[config.mk]
export PLATFORM = sky130hd
export DESIGN_NAME = fdl_track_ctrl
export DESIGN_NICKNAME = d
export VERILOG_FILES = /design/src/rtl/fdl_track_ctrl.sv
export SDC_FILE = /design/constraint.sdc
export NUM_CORES = 1
export LEC_CHECK = 0
export ABC_AREA = 0
export CORE_MARGIN = 5
export CORE_UTILIZATION = 58
export CTS_BUF_LIST = sky130_fd_sc_hd__clkbuf_16
export CTS_CLUSTER_SIZE = 20
export DETAILED_ROUTE_END_ITERATION = 10
export PLACE_DENSITY = 0.93
export SLEW_MARGIN = 25
export SYNTH_ARGS = -nofsm -noshare
export SYNTH_HDL_FRONTEND = slang
export SYNTH_SLANG_ARGS = --single-unit
[constraint.sdc]
create_clock -name clk -period 3.9 [get_ports clk]
set_clock_uncertainty 0.05 [all_clocks]
set_input_delay 0.585 -clock clk [delete_from_list [all_inputs] [get_ports clk]]
set_output_delay 0.585 -clock clk [all_outputs]
set_load 0.03 [all_outputs]
[src/rtl/fdl_track_ctrl.sv]
// Fine delay line tracking controller.
// Filters phase-detector votes into fine up/down steps, drives the thermometer
// and one-hot encodings of the fine level, issues coarse carry/borrow pulses on
// fine wrap-around and reports lock from step-direction reversals.
//
// Handshake: pd_up is meaningful only in a cycle where pd_valid = 1. There is no
// back-pressure; samples that arrive in IDLE or while settling are dropped.
module fdl_track_ctrl #(
    parameter int N_FINE       = 6,
    parameter int FILT_TH      = 4,
    parameter int SETTLE       = 4,
    parameter int LOCK_TOGGLES = 4,
    parameter int INIT_LEVEL   = 0
) (
    input  logic                        clk,
    input  logic                        rst_n,
    input  logic                        en,
    input  logic                        pd_valid,
    input  logic                        pd_up,
    input  logic                        coarse_at_max,
    input  logic                        coarse_at_min,
    output logic [N_FINE-1:0]           therm_q,
    output logic [N_FINE:0]             sel_onehot,
    output logic [$clog2(N_FINE+1)-1:0] level,
    output logic                        coarse_inc,
    output logic                        coarse_dec,
    output logic                        locked
);

    localparam int LW = $clog2(N_FINE + 1);
    localparam int AW = $clog2(FILT_TH + 1) + 1;
    localparam int SW = (SETTLE > 1) ? $clog2(SETTLE) : 1;
    localparam int CW = $clog2(LOCK_TOGGLES + 1);

    localparam logic [LW-1:0]        LVL_MAX     = LW'(N_FINE);
    localparam logic [LW-1:0]        LVL_ZERO    = '0;
    localparam logic [LW-1:0]        LVL_ONE     = LW'(1);
    localparam logic [LW-1:0]        LVL_INIT    = LW'(INIT_LEVEL);
    localparam logic signed [AW-1:0] ACC_ONE     = AW'(1);
    localparam logic signed [AW-1:0] ACC_TH      = AW'(FILT_TH);
    localparam logic signed [AW-1:0] ACC_NTH     = -ACC_TH;
    localparam logic [SW-1:0]        SETTLE_LOAD = SW'(SETTLE - 1);
    localparam logic [SW-1:0]        SETTLE_ONE  = SW'(1);
    localparam logic [CW-1:0]        REV_MAX     = CW'(LOCK_TOGGLES);
    localparam logic [CW-1:0]        REV_ONE     = CW'(1);

    typedef enum logic [1:0] {
        IDLE     = 2'd0,
        TRACK    = 2'd1,
        SETTLING = 2'd2
    } state_t;

    typedef enum logic [1:0] {
        DIR_NONE = 2'd0,
        DIR_UP   = 2'd1,
        DIR_DN   = 2'd2
    } dir_t;

    state_t                state;
    dir_t                  last_dir;
    dir_t                  step_dir;
    logic signed [AW-1:0]  acc;
    logic signed [AW-1:0]  acc_upd;
    logic [SW-1:0]         settle_cnt;
    logic [CW-1:0]         rev_cnt;
    logic [CW-1:0]         rev_inc;
    logic                  hit_up;
    logic                  hit_dn;
    logic                  do_up;
    logic                  do_dn;
    logic                  wrap_up;
    logic                  wrap_dn;
    logic [LW-1:0]         lvl_nxt;

    // Level k fills k ones starting from the MSB.
    function automatic logic [N_FINE-1:0] therm_of(input logic [LW-1:0] k);
        logic [N_FINE-1:0] t;
        t = '0;
        for (int i = 0; i < N_FINE; i++) begin
            t[N_FINE-1-i] = (i < int'(k));
        end
        return t;
    endfunction

    // Bit k set when the level is k.
    function automatic logic [N_FINE:0] onehot_of(input logic [LW-1:0] k);
        logic [N_FINE:0] o;
        o = '0;
        for (int i = 0; i <= N_FINE; i++) begin
            o[i] = (int'(k) == i);
        end
        return o;
    endfunction

    // Vote filter and step decision for the current cycle.
    always_comb begin
        acc_upd = acc;
        hit_up  = 1'b0;
        hit_dn  = 1'b0;
        if (en && (state == TRACK) && pd_valid) begin
            acc_upd = pd_up ? (acc + ACC_ONE) : (acc - ACC_ONE);
            hit_up  = (acc_upd == ACC_TH);
            hit_dn  = (acc_upd == ACC_NTH);
        end
        do_up    = hit_up && (level != LVL_MAX);
        wrap_up  = hit_up && (level == LVL_MAX) && !coarse_at_max;
        do_dn    = hit_dn && (level != LVL_ZERO);
        wrap_dn  = hit_dn && (level == LVL_ZERO) && !coarse_at_min;
        step_dir = do_up ? DIR_UP : DIR_DN;
        rev_inc  = (rev_cnt == REV_MAX) ? rev_cnt : (rev_cnt + REV_ONE);
        lvl_nxt  = level;
        if (do_up) begin
            lvl_nxt = level + LVL_ONE;
        end else if (do_dn) begin
            lvl_nxt = level - LVL_ONE;
        end else if (wrap_up) begin
            lvl_nxt = LVL_ZERO;
        end else if (wrap_dn) begin
            lvl_nxt = LVL_MAX;
        end
    end

    // Control FSM with registered level, encodings, pulses and lock.
    always_ff @(posedge clk or negedge rst_n) begin
        if (!rst_n) begin
            state      <= IDLE;
            acc        <= '0;
            settle_cnt <= '0;
            rev_cnt    <= '0;
            last_dir   <= DIR_NONE;
            level      <= LVL_INIT;
            therm_q    <= therm_of(LVL_INIT);
            sel_onehot <= onehot_of(LVL_INIT);
            coarse_inc <= 1'b0;
            coarse_dec <= 1'b0;
            locked     <= 1'b0;
        end else begin
            coarse_inc <= 1'b0;
            coarse_dec <= 1'b0;
            // Both encodings load from the same next level, so they never disagree.
            level      <= lvl_nxt;
            therm_q    <= therm_of(lvl_nxt);
            sel_onehot <= onehot_of(lvl_nxt);
            if (!en) begin
                state      <= IDLE;
                acc        <= '0;
                settle_cnt <= '0;
                rev_cnt    <= '0;
                last_dir   <= DIR_NONE;
                locked     <= 1'b0;
            end else begin
                unique case (state)
                    IDLE: begin
                        state <= TRACK;
                    end
                    TRACK: begin
                        // Any threshold hit, executed or saturated, restarts the filter.
                        acc <= (hit_up || hit_dn) ? '0 : acc_upd;
                        if (wrap_up || wrap_dn) begin
                            coarse_inc <= wrap_up;
                            coarse_dec <= wrap_dn;
                            state      <= SETTLING;
                            settle_cnt <= SETTLE_LOAD;
                            rev_cnt    <= '0;
                            last_dir   <= DIR_NONE;
                            locked     <= 1'b0;
                        end else if (do_up || do_dn) begin
                            last_dir <= step_dir;
                            if ((last_dir != DIR_NONE) && (last_dir != step_dir)) begin
                                rev_cnt <= rev_inc;
                                locked  <= (rev_inc == REV_MAX);
                            end else if (last_dir == step_dir) begin
                                rev_cnt <= '0;
                                locked  <= 1'b0;
                            end
                        end
                    end
                    SETTLING: begin
                        // Votes taken while the coarse line moves are meaningless.
                        acc <= '0;
                        if (settle_cnt == '0) begin
                            state <= TRACK;
                        end else begin
                            settle_cnt <= settle_cnt - SETTLE_ONE;
                        end
                    end
                    default: begin
                        state <= IDLE;
                    end
                endcase
            end
        end
    end

endmodule

==> impl_metrics.prom, run 1 <==
# TYPE chip_impl_metric gauge
chip_impl_metric{name="timing_worst_slew_pin_value",unit="ps"} 573
chip_impl_metric{name="cts_num_sinks",unit=""} 31
chip_impl_metric{name="r2r.worst_path.cells",unit=""} 8
chip_impl_info{name="synth_top_family_by_area",value="simple AND/OR/NAND/NOR gates"} 1
chip_impl_metric{name="clock_pin_transition_on_the_worst_setup_and_hold_timing_paths",unit="ps"} 50
chip_impl_metric{name="fillCellCount",unit=""} 206
chip_impl_metric{name="power.ir.vdd_worst",unit="uV"} 469
chip_impl_metric{name="max_cap_violations",unit=""} 0
chip_impl_metric{name="grt.total_usage",unit="%"} 21.7
chip_impl_metric{name="synth.yosys.seq_area_share",unit="%"} 44.2
chip_impl_metric{name="number_of_nets_in_the_layout",unit=""} 213
chip_impl_metric{name="post_synth_edffs",unit=""} 0
chip_impl_metric{name="design_area",unit="sq mm"} 0.00216
chip_impl_metric{name="wire_length_of_the_first_global_routing_pass",unit="mm"} 6.91
chip_impl_metric{name="slew_headroom",unit="%"} 61.7
chip_impl_metric{name="worstPathArrival",unit="ps"} 3640
chip_impl_info{name="hold_start",value="settle_cnt[0]$_DFFE_PN0P_"} 1
chip_impl_info{name="mostFrequentLayoutCells",value="dfrtp_1, clkdlybuf4s50_1, inv_1, nand2_1, nor2_1"} 1
chip_impl_metric{name="ff_latch_area",unit="sq um"} 777
chip_impl_metric{name="diodes_inserted",unit=""} 0
chip_impl_info{name="most_common_library_cell_in_the_layout_ignoring_fill_and_taps",value="dfrtp_1"} 1
chip_impl_metric{name="drv_slew",unit=""} 0
chip_impl_metric{name="period_minus_slack",unit="ps"} 3520
chip_impl_metric{name="syn_area_per_cell",unit="sq um"} 10.6
chip_impl_metric{name="ant_nets",unit=""} 0
chip_impl_info{name="cts_tree",value="done"} 1
chip_impl_metric{name="post_synth_and_or_nand_nor_area_fraction",unit="%"} 22.7
chip_impl_metric{name="fin_setup_tns",unit="ps"} 0
chip_impl_metric{name="cts-resized-gates",unit=""} 0
chip_impl_metric{name="antenna_found_initial",unit=""} 0
chip_impl_metric{name="synth_compound_area_share",unit="%"} 16.2
chip_impl_metric{name="syn_area",unit="sq mm"} 0.00176
chip_impl_metric{name="synth.net_count",unit=""} 184
chip_impl_metric{name="synth-xor-area-share",unit="%"} 1.49
chip_impl_metric{name="vias_in_the_first_global_route",unit=""} 1499
chip_impl_metric{name="design.die.area",unit="sq mm"} 0.00423
chip_impl_info{name="grt_setup_unrepaired",value="false"} 1
chip_impl_metric{name="final-hold-violation-count",unit=""} 0
chip_impl_metric{name="finalCritPeriodShare",unit="%"} 90.4
chip_impl_info{name="min_path_type",value="reg -> reg"} 1
chip_impl_metric{name="async_flop_share",unit="%"} 100
chip_impl_info{name="slowest_stage_cell_crit_path",value="clkdlybuf4s50_1"} 1
chip_impl_metric{name="yosys_warnings",unit=""} 0
chip_impl_metric{name="timing.final.setup_violations",unit=""} 0
chip_impl_info{name="run_status",value="complete, no violations"} 1
chip_impl_metric{name="critical_path_required",unit="ps"} 4010
chip_impl_metric{name="total_routed_wirelength",unit="mm"} 3.98
chip_impl_info{name="endpoint_with_the_worst_hold_slack",value="settle_cnt[0]$_DFFE_PN0P_"} 1
chip_impl_info{name="crit-reg2reg-launch",value="acc[0]$_DFFE_PN0P_"} 1
chip_impl_metric{name="detailed_place_hpwl",unit="mm"} 2.87
chip_impl_metric{name="cts_hold_buffers",unit=""} 0
chip_impl_metric{name="cts-buffers-inserted",unit=""} 5
chip_impl_metric{name="worst_path_largest_cell_delay",unit="ps"} 570
chip_impl_info{name="worst_setup_path_end_kind",value="register"} 1
chip_impl_metric{name="areaGrowthSynthToFinish",unit="%"} 22.6
chip_impl_metric{name="top_level_ports",unit=""} 26
chip_impl_metric{name="total_leakage_power",unit="nW"} 0.918
chip_impl_metric{name="grt_max_degree",unit=""} 32
chip_impl_metric{name="placed_area",unit="sq mm"} 0.00202
chip_impl_metric{name="initial_core_util",unit="%"} 59.0
chip_impl_metric{name="critical_path_peak_fanout",unit=""} 7
chip_impl_metric{name="timing.fmax",unit="GHz"} 0.284
chip_impl_metric{name="cts_max_level",unit=""} 2
chip_impl_metric{name="detail_route.vias_per_cell",unit=""} 5.98
chip_impl_metric{name="yosys-mux-area-fraction",unit="%"} 1.14
chip_impl_metric{name="clock_insertion_delay_worst_skew",unit="ps"} 280
chip_impl_metric{name="max-clock-path-buffers",unit=""} 2
chip_impl_info{name="worstPathCellList",value="clkdlybuf4s50_1 > inv_1 > ha_1 > xnor2_1 > nand3_2 > nor4b_4 > mux2i_1 > and4b_1 > a31o_1"} 1
chip_impl_info{name="main_flop_type_after_synthesis",value="dfrtp_1"} 1
chip_impl_metric{name="drt_pre_antenna_iters",unit=""} 4
chip_impl_metric{name="horiz_die_dim",unit="um"} 65.1
chip_impl_metric{name="post-cts-setup-buffers",unit=""} 0
chip_impl_metric{name="port_buffers",unit=""} 25
chip_impl_metric{name="rows",unit=""} 20
chip_impl_metric{name="syn_inst",unit=""} 166
chip_impl_metric{name="wire_per_inst",unit="um"} 17.4
chip_impl_metric{name="crit_buf_inv",unit=""} 2
chip_impl_metric{name="ffs_latches_synth",unit=""} 31
chip_impl_metric{name="dieHeight",unit="um"} 65.1
chip_impl_metric{name="grt-ovfl-total",unit=""} 0
chip_impl_metric{name="drcViolationCount",unit=""} 0
chip_impl_metric{name="count_of_distinct_cell_types_in_the_synthesized_netlist",unit=""} 49
chip_impl_metric{name="combined_area_of_the_multi_input_logic_cells",unit="sq um"} 875
chip_impl_metric{name="power.total",unit="mW"} 1.07
chip_impl_info{name="worstReg2RegEnd",value="rev_cnt[1]$_DFFE_PN0P_"} 1
chip_impl_metric{name="globalplace.congestion",unit=""} 0.874
chip_impl_info{name="clockRootBuffer",value="clkbuf_16"} 1
chip_impl_metric{name="r2r_slack",unit="ps"} 790
chip_impl_metric{name="synth_fa_ha_area_share",unit="%"} 8.26
chip_impl_metric{name="whs_path_depth",unit=""} 1
chip_impl_metric{name="drive_above_1_share",unit="%"} 13.3
chip_impl_metric{name="power_density_cells",unit="mW/mm^2"} 495
chip_impl_info{name="cp-start-kind",value="input port"} 1
chip_impl_info{name="path_delay_family",value="simple AND/OR/NAND/NOR gates"} 1
chip_impl_metric{name="via_count",unit=""} 1369
chip_impl_metric{name="dr.first_iter.drc_count",unit=""} 74
chip_impl_info{name="path_class",value="in -> reg"} 1
chip_impl_metric{name="std_cell_core_area",unit="sq mm"} 0.00298
chip_impl_metric{name="post-route-util",unit="%"} 72.4
==> logic make-up (layout without fill, tap and decap cells) <==
group / Yosys count / count (layout)
simple gates: 63 / 63
flops: 31 / 31
compound gates: 36 / 36
mux: 2 / 2
fa+ha+maj: 11 / 11
buf+inv: 20 / 50
xor+xnor: 3 / 3
==> per-stage QoR <==
| stage | worst slack (ps) | hold WS [ps] | std cells |
|---|---|---|---|
| 6_report | 376 | 463 | 229 |
| 5_1_grt | 217 | 489 | 229 |
| 4_1_cts | 391 | 463 | 229 |
| 3_5_place_dp | 224 | 456 | 221 |
| 3_3_place_gp | 350 | 422 | 221 |
| 2_1_floorplan | 1070 | 239 | 166 |
==> layer usage <==
| metal | routed length (um) | vias to the layer above | part of all wire, % | track usage [%] |
|---|---|---|---|---|
| met3 | 241 | 12 | 6.1 | 7.28 |
| li1 | - | 650 | - | - |
| met5 | 0 | - | 0 | 0 |
| met1 | 1520 | 663 | 38 | 23.0 |
| met4 | 120 | 0 | 3.0 | 10.6 |
| met2 | 2100 | 44 | 53 | 38.3 |
==> worst register-to-register path: cells and delay by family (launching register included) <==
kind / cells / cell delay, ps
xor+xnor: 1 / 400
buf+inv: 1 / 80
simple gates: 3 / 1060
flops: 1 / 410
compound gates: 1 / 180
fa+ha+maj: 1 / 420
mux: 1 / 400
==> Yosys cell counts (all sizes together), types with 2 or more instances <==
cell / number / area [sq um]
and3: 4 / 30.0
nand2: 12 / 45.0
and4b: 2 / 20.0
nor3: 13 / 96.4
o31ai: 2 / 15.0
o21a: 2 / 15.0
nor4bb: 2 / 20.0
and2: 2 / 12.5
nor2: 12 / 45.0
ha: 10 / 125
buf: 4 / 41.3
xnor2: 3 / 26.3
nor2b: 2 / 12.5
a21oi: 7 / 42.5
o21ai: 7 / 35.0
a211oi: 4 / 47.5
dfrtp: 30 / 751
nor4b: 2 / 32.5
o32a: 2 / 20.0
o211ai: 2 / 15.0
nand2b: 3 / 18.8
nand3: 6 / 40.0
mux2i: 2 / 20.0
a31o: 3 / 26.3
inv: 16 / 65.1
==> registers in the layout, summed over array words and instances (netlist names) <==
signal and flops:
acc 4, coarse_dec 1, coarse_inc 1, last_dir 2
level 2, locked 1, rev_cnt 3, sel_onehot 7
settle_cnt 2, state 2, therm_q 6
==> layout make-up <==
type / instances / area share, %
multi-input combinational: 115 / 40.6
tap: 33 / 1.92
timing repair buffer: 26 / 12.0
sequential: 31 / 36.0
inverter: 16 / 3.02
clock inverter: 3 / 0.696
clock buffer: 5 / 5.80
==> power by group <==
part,switching (mW),internal (mW)
clock network,0.133,0.231
logic,0.203,0.120
registers,0.0218,0.359
total,0.357,0.709
==> worst max path at each step <==
| stage | start | end | slack (ps) | cells after the start |
|---|---|---|---|---|
| floorplan | pd_up | rev_cnt[1]$_DFFE_PN0P_ | 1070 | 7 |
| global placement | pd_up | rev_cnt[1]$_DFFE_PN0P_ | 350 | 9 |
| detailed placement | pd_up | sel_onehot[4]$_DFF_PN0_ | 220 | 10 |
| CTS | pd_up | rev_cnt[1]$_DFFE_PN0P_ | 390 | 9 |
| global route | pd_up | sel_onehot[2]$_DFF_PN0_ | 220 | 10 |
| finish | pd_up | rev_cnt[1]$_DFFE_PN0P_ | 380 | 9 |
(Power assumes the default switching activity.)
==> run 2, diff against run 1 <==
ABC_CLOCK_PERIOD_IN_PS = 3900   (was unset)
==> results of run 2 <==
Final layout, timing and power as in run 1 (identical DEF).
==> run 3, diff against run 2 <==
HOLD_SLACK_MARGIN = 0.05   (was unset)
RECOVER_POWER = 25   (was unset)
SETUP_SLACK_MARGIN = 0.3   (was unset)
==> impl_metrics.prom, run 3 (same netlist as run 1, synthesis figures left out) <==
# TYPE chip_impl_metric gauge
chip_impl_metric{name="drive_above_1_share",unit="%"} 15.0
chip_impl_metric{name="cts_max_level",unit=""} 2
chip_impl_metric{name="diodes_inserted",unit=""} 0
chip_impl_info{name="clockRootBuffer",value="clkbuf_16"} 1
chip_impl_metric{name="initial_core_util",unit="%"} 59.0
chip_impl_metric{name="horiz_die_dim",unit="um"} 65.1
chip_impl_info{name="largestRegisters",value="sel_onehot x7, therm_q x6, acc x4"} 1
chip_impl_metric{name="period_minus_slack",unit="ps"} 3440
chip_impl_metric{name="vias_in_the_first_global_route",unit=""} 1499
chip_impl_metric{name="cell_count_post_placement",unit=""} 221
chip_impl_info{name="cp-start-kind",value="input port"} 1
chip_impl_metric{name="critical_path_peak_fanout",unit=""} 6
chip_impl_metric{name="dr.first_iter.drc_count",unit=""} 82
chip_impl_metric{name="drt_pre_antenna_iters",unit=""} 4
chip_impl_metric{name="ff_latch_area",unit="sq um"} 777
chip_impl_metric{name="wire_length_of_the_first_global_routing_pass",unit="mm"} 6.91
chip_impl_info{name="failed_checks",value="capacitance limit, slew limit"} 1
chip_impl_info{name="endpoint",value="rev_cnt[1]$_DFFE_PN0P_"} 1
chip_impl_metric{name="fillCellCount",unit=""} 202
chip_impl_metric{name="port_buffers",unit=""} 25
chip_impl_metric{name="areaGrowthSynthToFinish",unit="%"} 24.2
chip_impl_metric{name="cts_num_sinks",unit=""} 31
chip_impl_metric{name="depth_of_the_critical_timing_path_with_buffers_and_inverters_included",unit=""} 9
chip_impl_metric{name="final-hold-violation-count",unit=""} 0
chip_impl_metric{name="critical_path_required",unit="ps"} 4010
chip_impl_info{name="mostFrequentLayoutCells",value="dfrtp_1, clkdlybuf4s50_1, inv_1, nand2_1, nor2_1"} 1
chip_impl_metric{name="slew_headroom",unit="%"} -4.74
chip_impl_info{name="run_status",value="finished, violations left"} 1
chip_impl_metric{name="worst_path_largest_cell_delay",unit="ps"} 570
chip_impl_info{name="worst_setup_path_end_kind",value="register"} 1
chip_impl_info{name="most_common_library_cell_in_the_layout_ignoring_fill_and_taps",value="dfrtp_1"} 1
chip_impl_metric{name="clock_pin_transition_on_the_worst_setup_and_hold_timing_paths",unit="ps"} 50
chip_impl_info{name="regMostFlops",value="sel_onehot"} 1
chip_impl_metric{name="crit_buf_inv",unit=""} 2
chip_impl_metric{name="max_cap_violations",unit=""} 1
chip_impl_metric{name="fin_setup_tns",unit="ps"} 0
chip_impl_metric{name="detail_route.vias_per_cell",unit=""} 6.09
chip_impl_info{name="worstReg2RegEnd",value="rev_cnt[1]$_DFFE_PN0P_"} 1
chip_impl_metric{name="cts_hold_buffers",unit=""} 0
chip_impl_metric{name="rows",unit=""} 20
chip_impl_info{name="min_path_type",value="reg -> reg"} 1
chip_impl_info{name="path_delay_family",value="simple AND/OR/NAND/NOR gates"} 1
chip_impl_metric{name="number_of_flip_flops_in_the_largest_register",unit=""} 7
chip_impl_metric{name="grt.total_usage",unit="%"} 21.7
chip_impl_metric{name="max-clock-path-buffers",unit=""} 2
chip_impl_metric{name="detailed_place_hpwl",unit="mm"} 2.87
chip_impl_metric{name="drcViolationCount",unit=""} 0
chip_impl_metric{name="r2r_slack",unit="ps"} 880
chip_impl_info{name="slowest_stage_cell_crit_path",value="clkdlybuf4s50_1"} 1
chip_impl_metric{name="timing.final.setup_violations",unit=""} 0
chip_impl_metric{name="wire_per_inst",unit="um"} 17.7
chip_impl_info{name="worstPathCellList",value="clkdlybuf4s50_1 > inv_1 > ha_1 > xnor2_1 > nand3_2 > nor4b_4 > mux2i_1 > and4b_1 > a31o_1"} 1
chip_impl_metric{name="finalCritPeriodShare",unit="%"} 88.2
chip_impl_metric{name="power.ir.vdd_worst",unit="uV"} 468
chip_impl_metric{name="drv_slew",unit=""} 32
chip_impl_metric{name="antenna_found_initial",unit=""} 0
chip_impl_info{name="worst_setup_path_startpoint",value="pd_up"} 1
chip_impl_metric{name="globalplace.congestion",unit=""} 0.874
chip_impl_info{name="grt_setup_unrepaired",value="false"} 1
chip_impl_metric{name="timing.fmax",unit="GHz"} 0.291
chip_impl_metric{name="ant_nets",unit=""} 0
chip_impl_metric{name="r2r.worst_path.cells",unit=""} 8
chip_impl_metric{name="number_of_cells_in_the_finished_layout_apart_from_fillers",unit=""} 233
chip_impl_metric{name="clock_insertion_delay_worst_skew",unit="ps"} 280
chip_impl_metric{name="number_of_nets_in_the_layout",unit=""} 217
chip_impl_metric{name="power_density_cells",unit="mW/mm^2"} 493
chip_impl_info{name="path_class",value="in -> reg"} 1
chip_impl_metric{name="design.die.area",unit="sq mm"} 0.00423
chip_impl_metric{name="timing_worst_slew_pin_value",unit="ps"} 1570
chip_impl_metric{name="combined_area_of_the_multi_input_logic_cells",unit="sq um"} 876
chip_impl_metric{name="cts-buffers-inserted",unit=""} 5
chip_impl_metric{name="grt_max_degree",unit=""} 32
chip_impl_metric{name="grt-ovfl-total",unit=""} 0
chip_impl_info{name="cts_tree",value="done"} 1
chip_impl_metric{name="std_cell_core_area",unit="sq mm"} 0.00298
chip_impl_metric{name="dieHeight",unit="um"} 65.1
chip_impl_metric{name="total_routed_wirelength",unit="mm"} 4.13
chip_impl_metric{name="via_count",unit=""} 1418
chip_impl_metric{name="worstPathArrival",unit="ps"} 3550
chip_impl_metric{name="total_leakage_power",unit="nW"} 0.936
chip_impl_metric{name="top_level_ports",unit=""} 26
chip_impl_info{name="crit-reg2reg-launch",value="acc[0]$_DFFE_PN0P_"} 1
## run 3: worst reg2reg max path: stages, from the launching register on
cell	delay (ps)
dfrtp_1	410
inv_1	80
fa_1	420
xnor2_1	400
nand3_2	270
nor4b_4	440
mux2i_1	410
and4b_1	250
a31o_1	190
## run 3: timing repair
item	CTS	global route
endpoints found under the setup margin	0	10
buffers inserted	0	4
hold endpoints to repair	0	0
gates resized for setup	0	1
## run 3: final cells by class
cell class,instances,area share (%)
clock buffer,5,5.73
clock inverter,3,0.688
inverter,16,2.98
multi-input combinational,115,40.1
sequential,31,35.6
tap,33,1.89
timing repair buffer,30,13.0
## run 3: worst min path at each step
stage                           endpoint  slack [ps]  cells after the start                      start
6_report       settle_cnt[0]$_DFFE_PN0P_         460                      1  settle_cnt[0]$_DFFE_PN0P_
5_1_grt               acc[3]$_DFFE_PN0P_         490                      1         acc[3]$_DFFE_PN0P_
4_1_cts               acc[3]$_DFFE_PN0P_         460                      1         acc[3]$_DFFE_PN0P_
2_1_floorplan         acc[0]$_DFFE_PN0P_         240                      0                      rst_n
3_5_place_dp          acc[3]$_DFFE_PN0P_         460                      1         acc[3]$_DFFE_PN0P_
3_3_place_gp   settle_cnt[0]$_DFFE_PN0P_         420                      1  settle_cnt[0]$_DFFE_PN0P_
## run 3: through the flow
| stage | setup slack (ps) | total power [mW] | hold WS [ps] | instance area (sq um) | util [%] |
|---|---|---|---|---|---|
| 6_report | 461 | 1.08 | 463 | 2180 | 73.3 |
| 5_1_grt | 299 | 1.13 | 489 | 2180 | 73.3 |
| 4_1_cts | 391 | 1.07 | 463 | 2160 | 72.4 |
| 3_5_place_dp | 224 | 0.701 | 456 | 2020 | 67.7 |
| 3_3_place_gp | 350 | 0.685 | 422 | 2020 | 67.7 |
| 2_1_floorplan | 1070 | 0.599 | 239 | 1760 | - |
## run 3: where the power goes
part           switching (mW)  internal, mW
Clock                   0.132         0.231
Sequential             0.0219         0.359
Combinational           0.207         0.127
## run 3: layer usage
metal	GRT usage, %	vias up	share of wire [%]
met1	23.0	693	37
met3	7.28	16	6.9
met5	0	-	0
li1	-	658	-
met4	10.6	0	3.3
met2	38.3	51	53
